===== config.mk =====
export PLATFORM = sky130hd
export DESIGN_NAME = demux_1x4_32bit_fifo
export DESIGN_NICKNAME = d
export VERILOG_FILES = /design/src/rtl/demux_1x4_32bit_fifo.sv
export SDC_FILE = /design/constraint.sdc
export NUM_CORES = 1
export LEC_CHECK = 0
export BUFFER_PORTS_ARGS = -buffer_cell sky130_fd_sc_hd__buf_2
export CORE_MARGIN = 5
export CORE_UTILIZATION = 28
export CTS_BUF_LIST = sky130_fd_sc_hd__clkbuf_8 sky130_fd_sc_hd__clkbuf_16
export DETAILED_ROUTE_END_ITERATION = 10
export REMOVE_ABC_BUFFERS = 1
export SYNTH_ARGS = -nofsm -noshare
export SYNTH_HDL_FRONTEND = slang
export SYNTH_SLANG_ARGS = --single-unit
export TNS_END_PERCENT = 100

===== constraint.sdc =====
create_clock -name clk -period 2.15 [get_ports clk]
set_clock_uncertainty 0.05 [all_clocks]
set_input_delay 0.43 -clock clk [delete_from_list [all_inputs] [get_ports clk]]
set_output_delay 0.43 -clock clk [all_outputs]
set_load 0.01 [all_outputs]

===== src/rtl/demux_1x4_32bit_fifo.sv =====
// 1-to-4 demultiplexer with a DEPTH-entry FIFO on each output channel.
// One word per cycle is steered by in_select into its channel FIFO;
// each channel drains independently through its own valid/ready pair.

// Single output channel: a DEPTH-entry circular buffer.
module demux_1x4_32bit_fifo_chan #(
    parameter int DEPTH = 2,
    parameter int W     = 32
) (
    input  logic         clk,
    input  logic         reset_n,
    input  logic         push,
    input  logic         pop,
    input  logic [W-1:0] wdata,
    output logic         full,
    output logic         vld,
    output logic [W-1:0] rdata
);
    localparam int AW = $clog2(DEPTH);

    logic [DEPTH-1:0][W-1:0] mem;
    logic [AW-1:0]           wr_ptr;
    logic [AW-1:0]           rd_ptr;
    logic [AW:0]             count;

    // Status comes only from registered state, so there is no in->out path.
    assign full  = (count == (AW+1)'(DEPTH));
    assign vld   = (count != '0);
    assign rdata = mem[rd_ptr];

    // Storage, pointers and occupancy; reset clears storage too so the
    // head reads as zero afterwards. Pointers wrap since DEPTH is a power of 2.
    always_ff @(posedge clk) begin
        if (!reset_n) begin
            mem    <= '0;
            wr_ptr <= '0;
            rd_ptr <= '0;
            count  <= '0;
        end else begin
            if (push) begin
                mem[wr_ptr] <= wdata;
                wr_ptr      <= wr_ptr + 1'b1;
            end
            if (pop)
                rd_ptr <= rd_ptr + 1'b1;
            case ({push, pop})
                2'b10:   count <= count + 1'b1;
                2'b01:   count <= count - 1'b1;
                default: count <= count;
            endcase
        end
    end
endmodule

// Top: routes the input word to one of four channel FIFOs.
module demux_1x4_32bit_fifo #(
    parameter int DEPTH = 2
) (
    input  logic        clk,
    input  logic        reset_n,
    input  logic [31:0] in_data,
    input  logic [1:0]  in_select,
    input  logic        in_valid,
    output logic        in_ready,
    output logic [31:0] out0,
    output logic [31:0] out1,
    output logic [31:0] out2,
    output logic [31:0] out3,
    output logic [3:0]  out_valid,
    input  logic [3:0]  out_ready,
    output logic        busy
);
    localparam int NUM_CH = 4;
    localparam int W      = 32;

    typedef struct packed {
        logic         vld;
        logic [1:0]   sel;
        logic [W-1:0] data;
    } in_req_t;

    in_req_t                      req;
    logic [NUM_CH-1:0]            full;
    logic [NUM_CH-1:0]            push;
    logic [NUM_CH-1:0]            pop;
    logic [NUM_CH-1:0][W-1:0]     rdata;

    assign req = '{vld: in_valid, sel: in_select, data: in_data};

    // A full channel refuses the word even if it pops this cycle.
    assign in_ready = ~full[req.sel];

    genvar k;
    generate
        for (k = 0; k < NUM_CH; k++) begin : g_ch
            assign push[k] = req.vld && (req.sel == 2'(k)) && !full[k];
            assign pop[k]  = out_valid[k] && out_ready[k];

            demux_1x4_32bit_fifo_chan #(.DEPTH(DEPTH), .W(W)) u_chan (
                .clk     (clk),
                .reset_n (reset_n),
                .push    (push[k]),
                .pop     (pop[k]),
                .wdata   (req.data),
                .full    (full[k]),
                .vld     (out_valid[k]),
                .rdata   (rdata[k])
            );
        end
    endgenerate

    assign out0 = rdata[0];
    assign out1 = rdata[1];
    assign out2 = rdata[2];
    assign out3 = rdata[3];
    assign busy = |out_valid;
endmodule

==> results.txt <==
Status = complete, but fails checks
Failing checks = negative setup slack
GRT overflow = 0
Vias in the first global route = 8,733
Crit end category = primary output
I/O pins = 175
Setup TNS = -0.248 ns
Fin crit share = 1.04
Peak supply drop = 412 uV
Top cells by area, synth = dfxtp_1 47%, mux2i_1 22%, mux2_2 12%, nand2_1 9.4%, clkbuf_1 1.6%
Worst min-delay path class = in -> reg
Switching share of total power = 0.264
# rows = 74
Reg power frac = 0.416
# DRC = 0
Worst slack, placed = 0.0539 ns
Area of the multi-input gates = 0.00608 mm^2
Fillers = 3,994
Tmin final = 2.25 ns
Fin worst setup slack = -0.0951 ns
Initial DRC Count = 390
Depth of the worst register-to-register path = 5
Nets = 1,335
# clock sinks = 272
Bufs on Longest Clock Path = 3
# setup viols final = 12
CP max stage delay = 0.49 ns
Worst-Margin Slew = 0.386 ns
Htree depth = 2
P_leak = 0.00662 uW
Reg2reg start = g_ch[2].u_chan.count[1]
WL/cell = 18.9 um
Worst-path fanout max = 4
Clk root buf = clkbuf_16
WP depth = 3
Fraction of layout cells with a size suffix above 1 = 0.339
Synth top area share = 0.468
CP arrival = 1.77 ns
Die Span X = 214 um
Util after Layout = 0.378
Die ar. = 0.0457 mm^2
Final Hold Fails = 0
Required time of the critical path = 1.67 ns
Clk pwr share = 0.422
Global Route Usage Sum = 0.142
Critical path endpoint = busy
Mapped Area = 0.0116 mm^2
WP buf/inv = 1
Worst-path clk slew = 0.05 ns
Chip Height = 214 um
Reg area = 0.00548 mm^2
P_int = 9510 uW
Worst-path cell chain = or2_4 -> or4_1 -> buf_2
Largest net degree at the start of global routing = 42
RSZ-0062 raised after global routing = true
R2R Path End = g_ch[2].u_chan.count[1]
Via/cell ratio = 4.56
Layout area overhead = 33.4%
Logic gate share of total power = 0.163
Instance count of the mapped netlist = 1,103
Most frequent cells in the layout = 290 x nand2_1, 260 x dfxtp_1, 256 x mux2i_1, 98 x buf_2, 90 x mux2_4
Cell Pwr Density = 832 mW/mm^2
Setup crit start = g_ch[2].u_chan.count[0]
Crit Path Category = reg -> out
Most common cell after layout, fill and taps aside = nand2_1
Cell variety after synth = 31
Clk_lat worst skew = 0.53 ns
Total chip power = 12,900 uW
Via count = 8,404
Max Freq = 445 MHz
Post-synthesis sequential area ratio = 0.468
Critical Path Source Type = flop
First-pass GRT wire length = 50,200 um
Slew HR = 0.740
Slowest cell on the critical path = or4_1
Sw power = 3410 uW
Slew Limit Fails = 0
Syn. warnings = 0
CTS Buf Count = 34
N_diodes = 0
Post-synth top area cell = dfxtp_1
Final WL = 34,800 um
Gp weighted congestion = 0.734
Starting Density = 0.284
Antenna violations before repair = 0
CTS tree = built
Pre-antenna DRT Iters = 4
Dpl hpwl = 21,100 um
Synth Register Bits = 272
Mean Syn Cell Area = 10.6 um^2
CORE AREA = 0.0410 mm^2
Antenna violation net count after detailed routing = 0
Count of input and output buffers = 174
Max Cap Violations = 0
CP delay by family, top = simple AND/OR/NAND/NOR gates
Flop-to-flop setup slack = 0.31 ns
==> per-layer routing <==
layer,share of wire,wire [um],global-route usage
met5,0,0,0
met4,0.019,676,0.0395
met3,0.041,1410,0.0298
met2,0.45,15800,0.227
met1,0.49,16900,0.194
==> worst min-delay path by stage <==
stage,from,endpoint,slack (ns),depth (start not counted)
3_5_place_dp,g_ch[1].u_chan.mem[32],g_ch[1].u_chan.mem[32],0.39,2
5_1_grt,reset_n,g_ch[2].u_chan.mem[58],0.26,3
2_1_floorplan,g_ch[1].u_chan.mem[32],g_ch[1].u_chan.mem[32],0.38,2
6_report,reset_n,g_ch[2].u_chan.mem[58],0.26,3
4_1_cts,reset_n,g_ch[1].u_chan.mem[44],0.23,3
3_3_place_gp,g_ch[1].u_chan.mem[47],g_ch[1].u_chan.mem[47],0.39,2
==> stage by stage <==
stage	hold slack, ns	std cells	cell area [um^2]
5_1_grt	0.257	1843	15500
6_report	0.260	1843	15500
2_1_floorplan	0.381	1020	11200
3_5_place_dp	0.393	1772	13300
3_3_place_gp	0.388	1772	13300
4_1_cts	0.231	1835	14700
==> cell type report <==
| type | count | share of cell area |
|---|---|---|
| timing repair buffer | 234 | 0.143 |
| multi-input combinational | 746 | 0.392 |
| tap | 532 | 0.0429 |
| clock buffer | 43 | 0.0635 |
| clock inverter | 14 | 0.00508 |
| sequential | 272 | 0.353 |
| inverter | 2 | 0.000484 |
==> power by group through the flow <==
stage | combinational (uW) | sequential, uW | clock (uW)
floorplan | 810 | 5500 | 0
global placement | 1610 | 5410 | 0
detailed placement | 1630 | 5420 | 0
CTS | 1810 | 5330 | 5620
global route | 2240 | 5390 | 5810
finish | 2100 | 5370 | 5440
==> sequential cells by signal, summed over array words and instances, names as in the netlist <==
register	count
g_ch.u_chan.mem	256
g_ch.u_chan.rd_ptr	4
g_ch.u_chan.count	8
g_ch.u_chan.wr_ptr	4
==> cell families (layout without fill, tap and decap cells) <==
logic type / after synthesis / in the layout / share of synthesized area
buffers and inverters: 85 / 293 / 0.0412
adder cells (fa/ha/maj): 4 / 4 / 0.00430
AO/OA/AOI/OAI: 20 / 20 / 0.0123
XOR/XNOR: 12 / 12 / 0.00903
multiplexers: 385 / 385 / 0.346
flip-flops: 272 / 272 / 0.468
AND/OR/NAND/NOR: 325 / 325 / 0.119
==> synthesized netlist by cell type <==
master    number
o31a_1         2
a21boi_0       4
nor3_2         2
o21ai_0        4
nor4b_4        1
mux2i_1      256
nand2_2        1
or3_1          8
inv_1          2
buf_2         11
o31ai_1        2
nor2b_1        7
o21a_1         6
and2_1         4
nor4_4         2
mux2_2       128
buf_6          8
ha_1           4
or4_1          3
clkbuf_1      51
nand2_1      290
buf_12         3
buf_4         10
nand2b_4       1
dfxtp_1      272
and2b_4        1
xnor2_1       12
mux4_1         1
or2_2          4
a21boi_1       2
or4b_4         1
==> worst register-to-register path, stage by stage, from the launching register on <==
cell and delay, ns:
dfxtp_2 0.34, nor2b_4 0.16, or3_1 0.32, ha_1 0.32, or3_1 0.37, a21boi_0 0.19
==> timing repair <==
item | CTS | global route
pin swaps | 2 | 1
hold endpoints to repair | 0 | 0
hold buffers | 0 | 0
endpoints found under the setup margin | 109 | 61
buffers inserted | 6 | 3
gates resized for setup | 67 | 154
gates cloned | 2 | 7
No activity file was read; power rests on OpenSTA's default activity.
